`src/rtl/seg_pkg.sv`:
```
`timescale 1ns/1ps
// Shared constants and types for the seven-segment scan controller:
// digit count, cathode bit positions and the hex glyph table.
package seg_pkg;

  // Number of display digits and the width of a digit index
  localparam int NUM_DIGITS = 8;
  localparam int DIG_W      = 3;

  // Cathode bit positions within {dp,g,f,e,d,c,b,a}
  localparam int SEG_A  = 0;
  localparam int SEG_G  = 6;
  localparam int SEG_DP = 7;

  // Active-high segment pattern {g,f,e,d,c,b,a}
  typedef logic [6:0] seg_t;

  // Glyphs for 0..F; entry 15 is listed first because this is a packed array
  localparam logic [15:0][6:0] SEG_TABLE = {
    7'h71, 7'h79, 7'h5E, 7'h39, 7'h7C, 7'h77, 7'h6F, 7'h7F,
    7'h07, 7'h7D, 7'h6D, 7'h66, 7'h4F, 7'h5B, 7'h06, 7'h3F
  };

  // Phase within a digit slot
  typedef enum logic {
    PH_BLANK,
    PH_SHOW
  } phase_e;

  // One buffered digit: hex nibble plus decimal point
  typedef struct packed {
    logic       dp;
    logic [3:0] data;
  } digit_t;

  // Active-low one-cold anode pattern for a given digit index
  function automatic logic [NUM_DIGITS-1:0] anodeSelect(input logic [DIG_W-1:0] dig);
    return ~(NUM_DIGITS'(1) << dig);
  endfunction

endpackage

```
`src/rtl/hex_to_seg.sv`:
```
`timescale 1ns/1ps
// Combinational hex nibble to active-high seven-segment decoder.
module hex_to_seg
  import seg_pkg::*;
(
  input  logic [3:0] hex_i,
  output seg_t       seg_o
);

  // Straight table lookup; the caller inverts for active-low pins
  always_comb begin
    seg_o = SEG_TABLE[hex_i];
  end

endmodule

```
`src/rtl/seg_scan_ctrl.sv`:
```
`timescale 1ns/1ps
// Time-multiplexed scan controller for an 8-digit common-anode display.
// Clients fill a shadow buffer through a valid/ready port and commit it;
// the shadow is copied into the active buffer only at the end of a frame,
// so a frame is never drawn from a half-updated buffer.
module seg_scan_ctrl
  import seg_pkg::*;
#(
  parameter int unsigned PRESCALE     = 100000,
  parameter int unsigned BLANK_CYCLES = 1000
) (
  input  logic                  clock,
  input  logic                  reset,
  input  logic                  wr_valid,
  output logic                  wr_ready,
  input  logic [DIG_W-1:0]      wr_addr,
  input  logic [3:0]            wr_data,
  input  logic                  wr_dp,
  input  logic                  commit,
  input  logic [NUM_DIGITS-1:0] digit_en,
  output logic                  frame_start,
  output logic [NUM_DIGITS-1:0] Anode,
  output logic [7:0]            Cathode
);

  localparam int unsigned CNT_W = $clog2(PRESCALE);
  localparam logic [CNT_W-1:0] CNT_LAST  = CNT_W'(PRESCALE - 1);
  localparam logic [CNT_W-1:0] CNT_BLANK = CNT_W'(BLANK_CYCLES);
  localparam logic [DIG_W-1:0] DIG_LAST  = DIG_W'(NUM_DIGITS - 1);

  logic [CNT_W-1:0]      cnt_q, cnt_d;
  logic [DIG_W-1:0]      dig_q, dig_d;
  logic                  pending_q, pending_d;
  digit_t                shadow_q [NUM_DIGITS];
  digit_t                shadow_d [NUM_DIGITS];
  digit_t                active_q [NUM_DIGITS];
  digit_t                active_d [NUM_DIGITS];
  logic [NUM_DIGITS-1:0] anode_q, anode_d;
  logic [7:0]            cathode_q, cathode_d;
  logic                  frameStart_q, frameStart_d;

  logic   transferCycle;
  logic   wrFire;
  phase_e phase;
  digit_t curDigit;
  seg_t   curSeg;

  // Last cycle of the last digit's slot: the only point where active changes
  assign transferCycle = (dig_q == DIG_LAST) && (cnt_q == CNT_LAST);
  assign wrFire        = wr_valid & ~pending_q;
  assign wr_ready      = ~pending_q;
  assign curDigit      = active_q[dig_q];

  hex_to_seg u_hex_to_seg (
    .hex_i (curDigit.data),
    .seg_o (curSeg)
  );

  // Slot counter and digit index: dig advances each time cnt wraps
  always_comb begin
    cnt_d = cnt_q + 1'b1;
    dig_d = dig_q;
    if (cnt_q == CNT_LAST) begin
      cnt_d = '0;
      dig_d = (dig_q == DIG_LAST) ? '0 : dig_q + 1'b1;
    end
  end

  // Pending flag: set by a commit, cleared by the frame-end transfer;
  // repeated commits while already pending are simply absorbed
  always_comb begin
    pending_d = pending_q;
    if (transferCycle && pending_q) begin
      pending_d = 1'b0;
    end else if (commit && !pending_q) begin
      pending_d = 1'b1;
    end
  end

  // Buffer update: writes land in shadow, transfer copies shadow to active
  always_comb begin
    shadow_d = shadow_q;
    active_d = active_q;
    if (wrFire) begin
      shadow_d[wr_addr] = '{dp: wr_dp, data: wr_data};
    end
    if (transferCycle && pending_q) begin
      active_d = shadow_q;
    end
  end

  // Pin values for the current (dig, cnt); registered below, so the pins
  // trail the counters by one cycle and digit_en acts within a slot
  always_comb begin
    phase        = (cnt_q < CNT_BLANK) ? PH_BLANK : PH_SHOW;
    anode_d      = '1;
    cathode_d    = '1;
    frameStart_d = (dig_q == '0) && (cnt_q == '0);
    if (phase == PH_SHOW && digit_en[dig_q]) begin
      anode_d                 = anodeSelect(dig_q);
      cathode_d[SEG_DP]       = ~curDigit.dp;
      cathode_d[SEG_G:SEG_A]  = ~curSeg;
    end
  end

  // Counters and pending flag
  always_ff @(posedge clock or posedge reset) begin
    if (reset) begin
      cnt_q     <= '0;
      dig_q     <= '0;
      pending_q <= 1'b0;
    end else begin
      cnt_q     <= cnt_d;
      dig_q     <= dig_d;
      pending_q <= pending_d;
    end
  end

  // Shadow and active digit buffers, cleared on reset
  always_ff @(posedge clock or posedge reset) begin
    if (reset) begin
      shadow_q <= '{default: '0};
      active_q <= '{default: '0};
    end else begin
      shadow_q <= shadow_d;
      active_q <= active_d;
    end
  end

  // Output registers driving the pins directly; dark while in reset
  always_ff @(posedge clock or posedge reset) begin
    if (reset) begin
      anode_q      <= '1;
      cathode_q    <= '1;
      frameStart_q <= 1'b0;
    end else begin
      anode_q      <= anode_d;
      cathode_q    <= cathode_d;
      frameStart_q <= frameStart_d;
    end
  end

  assign Anode       = anode_q;
  assign Cathode     = cathode_q;
  assign frame_start = frameStart_q;

endmodule

```
`config.mk`:
```
export PLATFORM = sky130hd
export DESIGN_NAME = seg_scan_ctrl
export DESIGN_NICKNAME = d
export VERILOG_FILES = /design/src/rtl/seg_pkg.sv /design/src/rtl/hex_to_seg.sv /design/src/rtl/seg_scan_ctrl.sv
export SDC_FILE = /design/constraint.sdc
export NUM_CORES = 1
export LEC_CHECK = 0
export ABC_AREA = 1
export CORE_MARGIN = 5
export CORE_UTILIZATION = 55
export CTS_BUF_LIST = sky130_fd_sc_hd__clkbuf_8
export DETAILED_ROUTE_END_ITERATION = 8
export GPL_ROUTABILITY_DRIVEN = 0
export PLACE_DENSITY = 0.76
export SYNTH_ARGS = -nofsm -noshare
export SYNTH_HDL_FRONTEND = slang
export SYNTH_SLANG_ARGS = --single-unit
```
`constraint.sdc`:
```
create_clock -name clock -period 4.1 [get_ports clock]
set_input_delay 0.615 -clock clock [delete_from_list [all_inputs] [get_ports clock]]
set_output_delay 0.615 -clock clock [all_outputs]
set_load 0.1 [all_outputs]
```
==> summary.txt <==
Run status
  • Run status: finished, final reports clean

Layout
  • Share of cells above drive strength 1: 9.59%
  • Final #Nets: 751
  • Layout Utilization: 65.6%
  • Final Non-Filler Cells: approximately 860
  • FILL cells: 807
  • Diode count: 0
  • Area Growth Syn to Fin: 15.3%

Setup path
  • Slowest CP cell: dfrtp_1
  • Crit start category: flop
  • Critical path launch point: dig_q[0]
  • Worst path cell trace: ha_1 > ha_1 > nand2_1 > clkinv_1 > buf_4 > nand2_2 > buf_4 > nand2_1 > o21ai_0
  • WS Path Type: reg -> reg
  • Max incr delay on CP: ~0.9 ns
  • Critical path required time: 4.41 ns
  • Worst Setup End Kind: flop
  • CP max FO: 42
  • Worst EP arrival: 3.17 ns
  • Worst r2r src: dig_q[0]

Logic synthesis
  • Mean Syn Cell Area: between 8 and 9 um^2
  • Top post-synthesis cells by area: dfrtp_1, nand2_1, nand3_1
  • Number of flops mapped to enable cells by yosys: 0
  • #FFs+latches synth: 118
  • Most used DFF post-synth: dfrtp_1
  • Post-Syn Nets: between 700 and 800
  • Synth cell types: 29
  • Sequential fraction of the synthesis area: 52.9%
  • Synthesized area: 5620 um^2
  • Synth area leader: dfrtp_1
  • Cells after Synth: 678
  • Synth top area share: 45.5%
  • Asr flop ratio synth: 100%
  • Yosys warns: 0

Timing
  • Final Hold Viols: 0
  • Least-Margin Pin Slew: 0.973 ns
  • Final Skew: 0.0127 ns
  • F_max: 349 MHz
  • Post-route minimum period: between 2 and 3 ns
  • Sum Neg Setup Slack: 0 ns
  • WHS: 0.477 ns
  • Final period util: between 60% and 70%
  • Pins Over Slew Limit: 0
  • Final setup viols: 0
  • RSZ-0062 raised after global routing: false
  • Slew margin rel.: roughly a third

Place
  • Placed Cells: 831
  • PortBufs: 37
  • Dpl hpwl: 8510 um

Clock network
  • Hold buffers post-CTS: 0
  • CTS tree: built
  • Clk root buf: clkbuf_8
  • Clk sinks: roughly 120
  • Longest Clk Path Bufs: 2
  • CTS resizes: 0
  • Worst-path clk slew: approximately 0.080 ns
  • Setup Buffers After CTS: 0
  • Worst-Skew Late Latency: 0.45 ns
  • H-tree depth: 4
  • CTS Buf Count: 17

Die
  • Starting density of the core: 56.9%
  • I/O pin cnt: 38
  • Die Y: 111 um
  • Full die area: 12300 um^2
  • Die X: 111 um
  • Core area: roughly 10000 um^2
  • Std cell rows: 36

Route
  • DR iter-0 viols: 369
  • Detailed-route wire length: 12100 um
  • Post-route ant nets: 0
  • Drt first pass iters: 4
  • Vias per cell: 5.16
  • Vias: 4453
  • Avg WL per Cell: between 10 and 15 um
  • Remaining DRCs: 0

GRT
  • Largest net degree at the start of global routing: 75
  • Vias in the first global route: 4219
  • First-pass GRT wire length: 20800 um
  • GRT Residual Overflow: 0
  • Initial antenna violation count: 0
  • Global Route Usage Sum: 21.0%

Run
  • Max Cap Violations: 0

Pwr
  • Power density cells: 365 nW/um^2
  • Power, Total: 2360 uW
  • Leakage: roughly 0.0032 uW
  • Max IR drop VDD: 0.221 mV

Worst hold path
  • Hold Path Class: reg -> reg
  • HP Start: active_q[8]
synth_stat cells, types with 4 or more instances:
cell type  count
dfstp_2       16
nand2_2        4
ha_1          14
a21oi_1        7
nor2_1        38
buf_2          9
nor3_1         6
dfrtp_1      102
o21ai_0       52
xor2_1         9
o21ai_1        5
clkbuf_1       4
nand3_1       87
buf_6          5
nand4_1        6
o21ai_2        6
nand2_1      204
inv_1         84
through the flow:
step                      setup slack (ns)  instance area (um^2)
after floorplan                      0.382                  5620
after global placement                1.37                  6060
after detailed placement              1.30                  6060
after CTS                             1.27                  6470
after global routing                 0.982                  6470
final                                 1.24                  6470
path summary, 6_finish.rpt:
kind	to	slack [ns]	cells past startpoint
setup / recovery	active_q[13]	1.24	9
hold / removal	active_q[8]	0.48	2
setup reg to reg	active_q[13]	1.24	9
hold reg to reg	active_q[8]	0.48	2
max in group asynchronous	shadow_q[38]	2.63	3
min in group asynchronous	cnt_q[2]	0.72	2
layout by cell type, fill, tap and decap left out:
master	count
nand3_1	87
nor3_2	1
a32o_1	2
nand4_1	6
dfstp_2	16
inv_2	3
nor3_1	6
dfrtp_1	102
inv_1	84
xor2_1	9
or2_2	1
clkinv_2	2
clkinv_4	5
o21ai_2	6
buf_12	1
nand2_2	4
bufinv_16	3
ha_1	14
inv_4	1
inv_6	2
clkinv_1	1
nand3b_1	2
nor2_1	38
a21oi_1	7
o21a_1	1
o21ai_0	52
clkdlybuf4s50_1	37
nor2_2	1
clkbuf_8	17
nand2_1	204
o21ai_1	5
nor2_4	3
clkinvlp_4	2
buf_4	2
nor4_1	3
cells by family (layout without fill, tap and decap cells):
kind of cell / Yosys count / after routing / share of synthesized area [%]
AO/OA/AOI/OAI: 73 / 73 / 7.13
AND/OR/NAND/NOR: 356 / 356 / 27.2
adder cells (fa/ha/maj): 14 / 14 / 3.12
flip-flops: 118 / 118 / 52.9
buffers and inverters: 108 / 160 / 8.22
XOR/XNOR: 9 / 9 / 1.40
power by group:
group | internal [uW] | switching, uW | leakage [uW] | total (uW)
Clock | 603 | 493 | 0.000208 | 1100
Sequential | 1180 | 7.85 | 0.00150 | 1190
Combinational | 27.1 | 47.6 | 0.00146 | 74.8
cell type report:
| class | count | area (um^2) | share of cell area [%] |
|---|---|---|---|
| sequential | 118 | 2970 | 45.9 |
| multi-input combinational | 452 | 2180 | 33.7 |
| timing repair buffer | 40 | 405 | 6.26 |
| clock inverter | 15 | 180 | 2.78 |
| inverter | 88 | 333 | 5.14 |
| tap | 133 | 166 | 2.57 |
| clock buffer | 17 | 234 | 3.61 |
metal layers:
| metal | routed length, um | GRT usage, % | up-vias |
|---|---|---|---|
| met2 | 5490 | 31.8 | 138 |
| met4 | 320 | 8.35 | 0 |
| met3 | 655 | 6.22 | 25 |
| met1 | 5640 | 28.5 | 2067 |
| li1 | - | - | 2223 |
| met5 | 0 | 0 | - |
flip-flops by register name, summed over array words and instances (netlist names):
| signal | cells |
|---|---|
| cnt_q | 17 |
| dig_q | 3 |
| Anode | 8 |
| Cathode | 8 |
| pending_q | 1 |
| frame_start | 1 |
| active_q | 40 |
| shadow_q | 40 |
worst max-delay path: cells and delay by family, from the launching register on:
family,cells,cell delay [ns]
flops,1,0.91
fa+ha+maj,2,0.58
simple gates,3,0.44
buf+inv,3,0.68
compound gates,1,0.09
(Power assumes the default switching activity.)
